## config.mk

```make
export PLATFORM = sky130hd
export DESIGN_NAME = ser_word_feeder
export DESIGN_NICKNAME = d
export VERILOG_FILES = /design/src/rtl/ser_word_feeder.sv
export SDC_FILE = /design/constraint.sdc
export NUM_CORES = 1
export LEC_CHECK = 0
export ABC_AREA = 0
export BUFFER_PORTS_ARGS = -buffer_cell sky130_fd_sc_hd__buf_2
export CORE_AREA = 2 2 39 41
export CTS_BUF_LIST = sky130_fd_sc_hd__clkbuf_8
export DETAILED_ROUTE_END_ITERATION = 7
export DIE_AREA = 0 0 41 43
export PLACE_DENSITY_LB_ADDON = 0.12
export SLEW_MARGIN = 15
export SYNTH_ARGS = -nofsm -noshare
export SYNTH_HDL_FRONTEND = slang
export SYNTH_SLANG_ARGS = --single-unit
```

## constraint.sdc

```tcl
create_clock -name clk -period 1.81 [get_ports clk]
set_input_delay 0.2715 -clock clk [delete_from_list [all_inputs] [get_ports clk]]
set_output_delay 0.2715 -clock clk [all_outputs]
set_load 0.02 [all_outputs]
```

## src/rtl/ser_word_feeder.sv

```systemverilog
// Parallel-to-serial word feeder: accepts a WIDTH-bit word on valid/ready and shifts it out MSB-first on j.
// Define SER_WORD_FEEDER_PARITY_EN to append an even-parity bit after each word.
module ser_word_feeder #(
  parameter int WIDTH = 8,
  parameter int GAP   = 0
) (
  input  logic             clk,
  input  logic             rst,
  input  logic [WIDTH-1:0] din,
  input  logic             din_valid,
  output logic             din_ready,
  output logic             j,
  output logic             j_valid,
  output logic             busy,
  output logic             word_done
);
  localparam int BW = $clog2(WIDTH);
  localparam int GW = (GAP > 0) ? $clog2(GAP + 1) : 1;
  localparam logic [BW-1:0] LAST_IDX = BW'(WIDTH - 1);
  localparam logic [GW-1:0] GAP_INIT = (GAP > 0) ? GW'(GAP - 1) : '0;
`ifdef SER_WORD_FEEDER_PARITY_EN
  localparam bit PAR_EN = 1'b1;
`else
  localparam bit PAR_EN = 1'b0;
`endif

  typedef enum logic [1:0] {S_IDLE, S_SHIFT, S_PAR, S_GAP} state_t;

  state_t           state_q, state_d;
  logic [WIDTH-1:0] sreg_q, sreg_d;
  logic [BW-1:0]    bitcnt_q, bitcnt_d;
  logic [GW-1:0]    gapcnt_q, gapcnt_d;
  logic             last_bit, accept, par_bit;
`ifdef SER_WORD_FEEDER_PARITY_EN
  logic             par_q, par_d;
`endif

  always_ff @(posedge clk) begin
    if (!rst) begin
      state_q  <= S_IDLE;
      sreg_q   <= '0;
      bitcnt_q <= '0;
      gapcnt_q <= '0;
`ifdef SER_WORD_FEEDER_PARITY_EN
      par_q    <= 1'b0;
`endif
    end else begin
      state_q  <= state_d;
      sreg_q   <= sreg_d;
      bitcnt_q <= bitcnt_d;
      gapcnt_q <= gapcnt_d;
`ifdef SER_WORD_FEEDER_PARITY_EN
      par_q    <= par_d;
`endif
    end
  end

  // Outputs decode only registered state, so there is no din->j path.
  always_comb begin
    last_bit  = (state_q == S_SHIFT) && (bitcnt_q == '0);
    busy      = (state_q != S_IDLE);
    din_ready = (state_q == S_IDLE) || (last_bit && (GAP == 0) && !PAR_EN);
    accept    = din_valid && din_ready;
`ifdef SER_WORD_FEEDER_PARITY_EN
    par_bit   = par_q;
`else
    par_bit   = 1'b0;
`endif
    j         = 1'b0;
    j_valid   = 1'b0;
    word_done = 1'b0;
    case (state_q)
      S_SHIFT: begin
        j         = sreg_q[WIDTH-1];
        j_valid   = 1'b1;
        word_done = last_bit && !PAR_EN;
      end
      S_PAR: begin
        j         = par_bit;
        j_valid   = 1'b1;
        word_done = 1'b1;
      end
      default: ;
    endcase
  end

  always_comb begin
    state_d  = state_q;
    sreg_d   = sreg_q;
    bitcnt_d = bitcnt_q;
    gapcnt_d = gapcnt_q;
`ifdef SER_WORD_FEEDER_PARITY_EN
    par_d    = par_q;
`endif
    case (state_q)
      S_SHIFT: begin
        sreg_d = {sreg_q[WIDTH-2:0], 1'b0};
        if (bitcnt_q == '0) begin
          if (PAR_EN) begin
            state_d = S_PAR;
          end else if (GAP > 0) begin
            state_d  = S_GAP;
            gapcnt_d = GAP_INIT;
          end else begin
            state_d = S_IDLE;
          end
        end else begin
          bitcnt_d = bitcnt_q - BW'(1);
        end
      end
      S_PAR: begin
        if (GAP > 0) begin
          state_d  = S_GAP;
          gapcnt_d = GAP_INIT;
        end else begin
          state_d = S_IDLE;
        end
      end
      S_GAP: begin
        if (gapcnt_q == '0) state_d = S_IDLE;
        else                gapcnt_d = gapcnt_q - GW'(1);
      end
      default: ;
    endcase
    // A last-bit accept overrides the exit path so the next MSB follows with no bubble.
    if (accept) begin
      state_d  = S_SHIFT;
      sreg_d   = din;
      bitcnt_d = LAST_IDX;
`ifdef SER_WORD_FEEDER_PARITY_EN
      par_d    = ^din;
`endif
    end
  end
endmodule

```

# Word level (Yosys, flattened, before mapping)
# Index checks and enable logic that the tools add are counted.
# totals
wordCells,43
reg_bits,14
input_bits,11
output_inout_bits,5
# op_classes
n_addsub,2
n_reduce_logical,14
bitwise,1
n_eq_ne,8
mux,13
# ops
operator,n
8-bit two-way mux,2
3-bit two-way mux,3
2-bit one-hot mux with 3 select lines,1
3-bit AND reduction,2
2-bit equality test (second input constant),2
1-bit two-way mux,4
2-bit two-way mux,2
2-bit != test (second input constant),2
2-bit nonzero test,2
4-bit nonzero test,1
2-bit OR reduction,2
3-bit zero test,1
3-bit by 2-bit != test with 1-bit output (second input constant),1
3-bit != test (second input constant),1
3-bit nonzero test,1
3-bit by 1-bit subtractor with 3-bit output (second input constant),1
2-bit by 1-bit equality test with 1-bit output (second input constant),1
1-bit logical AND,2
2-bit zero test,1
2-bit by 1-bit != test with 1-bit output (second input constant),1
1-bit one-hot mux with 2 select lines,1
2-bit AND reduction,1
1-bit logical OR,1
1-bit inverter,1
1-bit subtractor (second input constant),1

# Longest topological paths before layout
# logic_depth
ltp_word,6
mapped_depth,7
ltp_nobuf,7

# Worst setup path after synthesis
# OpenSTA, ideal clock, no wires.
# synth_path
path_kind,register -> register
from,reg bitcnt_q[0]
to,reg sreg_q[0]
synth_period_minus_slack_ns,1.453
required_time_ns,1.691
path_buffers,0
arrival_ns,1.334
slack_ns,0.357
setup_time_ns,0.119
stages_incl_launch_ff,8
cell_sequence,dfxtp_1 -> inv_1 -> ha_1 -> ha_1 -> and2b_4 -> inv_4 -> a32oi_1 -> nor2_1
# synth_via
elab_chain_cells,5
word_cells_on_any_way,6
cone_classes,mux (1); reduce/logical (5)
# synth_lines
item,line_no,rtl
from (decl),31,"logic [BW-1:0] bitcnt_q, bitcnt_d;"
from (signal assigned),50,bitcnt_q <= bitcnt_d;
3-bit zero test (*),60,last_bit = (state_q == S_SHIFT) && (bitcnt_q == '0);
1-bit logical AND (*),60,
1-bit logical OR (*),62,din_ready = (state_q == S_IDLE) || (last_bit && (GAP == 0) && !PAR_EN);
named net din_ready,11,"output logic din_ready,"
1-bit logical AND (*),63,accept = din_valid && din_ready;
8-bit two-way mux / 2-bit nonzero test (equally long branches),--,
to (signal assigned),49,sreg_q <= sreg_d;
to (decl),30,"logic [WIDTH-1:0] sreg_q, sreg_d;"
# The timed path passes the listed nets; every way through them passes the cells marked *.
# A chain may end at the register's enable or synchronous reset.

# Worst setup path in the final report
# layout_path
from,reg bitcnt_q[0]
to,out din_ready
# layout_via
elab_chain_cells,3
# layout_lines
item,line_no
3-bit zero test,60
1-bit logical AND,60
1-bit logical OR,62
to (decl),11
# No other way between the ends.

==> metrics <==
largest net degree at the start of global routing 15; vias in the first global route 440; Die Area 1763 sq um; yosys warns 0; most frequent cells in the layout 15 x buf_2, 11 x dfxtp_1, 8 x a21oi_1; CP endpoint kind output pin; Crit Path Class reg2out; layout cells sized above 1 0.3537; Top delay family on crit path adder cells; FP Rows 14; initial antenna violation count 0; final wirelength 1.161 mm; commonest non-fill, non-tap cell in the layout buf_2; initial core utilization 0.4268; number of port buffers 15; HP Class in2reg; critical path's largest stage delay 340 ps; via count 530; Hold Vio Cnt, Final 0; MaxCap Viol Count 0; Period Utilization, post-route 0.9642; outcome completed; power density over the cells 964.7 nW/um^2; design area ~700 sq um; antenna diode count 0; CP cell instances inv_1, ha_1, ha_1, and2b_4, inv_4, buf_2; Antenna Nets Post-Route 0; number of clock sinks 12; final setup skew 0.6339 ps; global-route wire length before repair 1.869 mm; Seq/Total Area, Yosys 0.4068; kind of start point of the critical path flip-flop; Netlist Area Pre-Place about 600 sq um; syn_nets 78; Placed Cells 94; fin cells 98; dpl hpwl 776.4 microns; hold_buf cts 0; RSZ-0062 raised after global routing no; final core occ 0.5136; Max Root-Sink Buffers 2; setup violators final 0; WP data arrival 1470 ps; core area 1384 sq um; GRT Util Overall 0.1577; slowest CP cell dfxtp_2; placed instance area 660.6 sq um; Via-to-Cell Ratio about 5.4; most frequent CP cell ha_1; CTS Root Cell clkbuf_8; Worst-Margin Slew 482.1 ps; Die H 43 microns; I/O pin cnt 16; die width 41 microns; FMAX 573.0 MHz; final worst path period need 1745 ps; Residual DRC 0; Slew headroom 0.6774; setup TNS 0 ps; Worst-Skew Late Latency 240 ps; drt pass-1 iters 4; Worst-path clk slew ~50 ps; grt total ovfl 0; CTS tree yes; DR iter-0 viols 7; Layout area overhead 20.34%; LEAKAGE a little over 0.0003 uW; #FFs+latches synth 12; H-tree depth reported by CTS 1; CTS buffer count 3; Unique masters post-synth 19; routability cong. 0.6951; Final Max Slew Viols 0; Mapped Cells between 60 and 70; crit-path max FO 10; Max IR drop VDD ~0.00041 V; nets@finish 97; R2R Setup Slk approximately 130 ps; Syn Area/Cell around 9.1 sq um; wire length per cell between 10 and 15 microns; Worst Path Buf+Inv 3; required time worst endpoint roughly 1500 ps
## timing repair
| item | CTS | global route |
|---|---|---|
| pin swaps | 0 | 0 |
| resized for setup | 0 | 1 |
| setup buffers | 1 | 0 |
| setup endpoints to repair | 1 | 2 |
| hold endpoints to repair | 0 | 0 |
## metrics by stage
stage / hold slack (ps) / total power, uW / setup WS, ps
6_report: 298.6 / 685.6 / 64.78
5_1_grt: 302.8 / 714.4 / 3.104
4_1_cts: 301.2 / 686.7 / 25.41
3_5_place_dp: 462.4 / 443.4 / 194.8
3_3_place_gp: 462.4 / 443.8 / 231.4
2_1_floorplan: 409.9 / 415.4 / 357.0
## synthesized netlist by cell type, drive strengths merged
library cell | instances | area, sq um
dfxtp | 12 | 240.2
nor3 | 3 | 15.01
a21oi | 8 | 40.04
nor2 | 2 | 7.510
a211oi | 3 | 37.54
and2b | 1 | 10.01
inv | 5 | 21.27
ha | 2 | 25.02
and2 | 2 | 15.01
a31oi | 7 | 43.79
bufinv | 1 | 17.52
a32oi | 1 | 8.760
o21ai | 14 | 70.06
or2 | 1 | 6.260
buf | 3 | 32.53
## worst min-delay path, cell delays in order
cell and delay (ps):
buf_2 80, a32oi_1 80, nor2_1 70
## area by class of cell
| class | count | area (sq um) |
|---|---|---|
| fillers | 134 | 673.1 |
| repair buffers | 17 | 90.09 |
| clock buffers | 3 | 41.29 |
| inverters | 6 | 38.79 |
| well taps | 16 | 20.02 |
| multi-input cells | 44 | 279.0 |
| flip-flops and latches | 12 | 241.5 |
## final timing paths
check | from | to | depth (start not counted)
max | bitcnt_q[0]$_SDFFE_PN0P_ | din_ready | 6
min | din[0] | sreg_q[0]$_SDFFE_PN0P_ | 3
min reg2reg | bitcnt_q[0]$_SDFFE_PN0P_ | bitcnt_q[0]$_SDFFE_PN0P_ | 1
max reg2reg | bitcnt_q[0]$_SDFFE_PN0P_ | bitcnt_q[0]$_SDFFE_PN0P_ | 8
## registers in the layout, summed over array words and instances (netlist names)
register  count
state_q       1
sreg_q        8
bitcnt_q      3
## cell families (layout without fill, tap and decap cells)
group,after synthesis,in the layout,synth area share
compound gates,33,33,0.3390
fa+ha+maj,2,2,0.04237
flops,12,12,0.4068
simple gates,9,9,0.09110
buf+inv,9,26,0.1208
## metal layers
| layer | up-vias | wire length (microns) | track usage |
|---|---|---|---|
| li1 | 274 | - | - |
| met1 | 233 | 567 | 0.2204 |
| met2 | 18 | 497 | 0.2031 |
| met3 | 5 | 64 | 0.03141 |
| met4 | 0 | 31 | 0.1200 |
| met5 | - | 0 | 0 |
## where the power goes
| group | total [uW] | switching [uW] | internal, uW |
|---|---|---|---|
| clock | 244 | 96.9 | 147 |
| sequential | 304 | 13.4 | 290 |
| combinational | 138 | 76.6 | 61.7 |
| total | 686 | 187 | 499 |
Note: power is estimated with default switching activity, not from simulation.
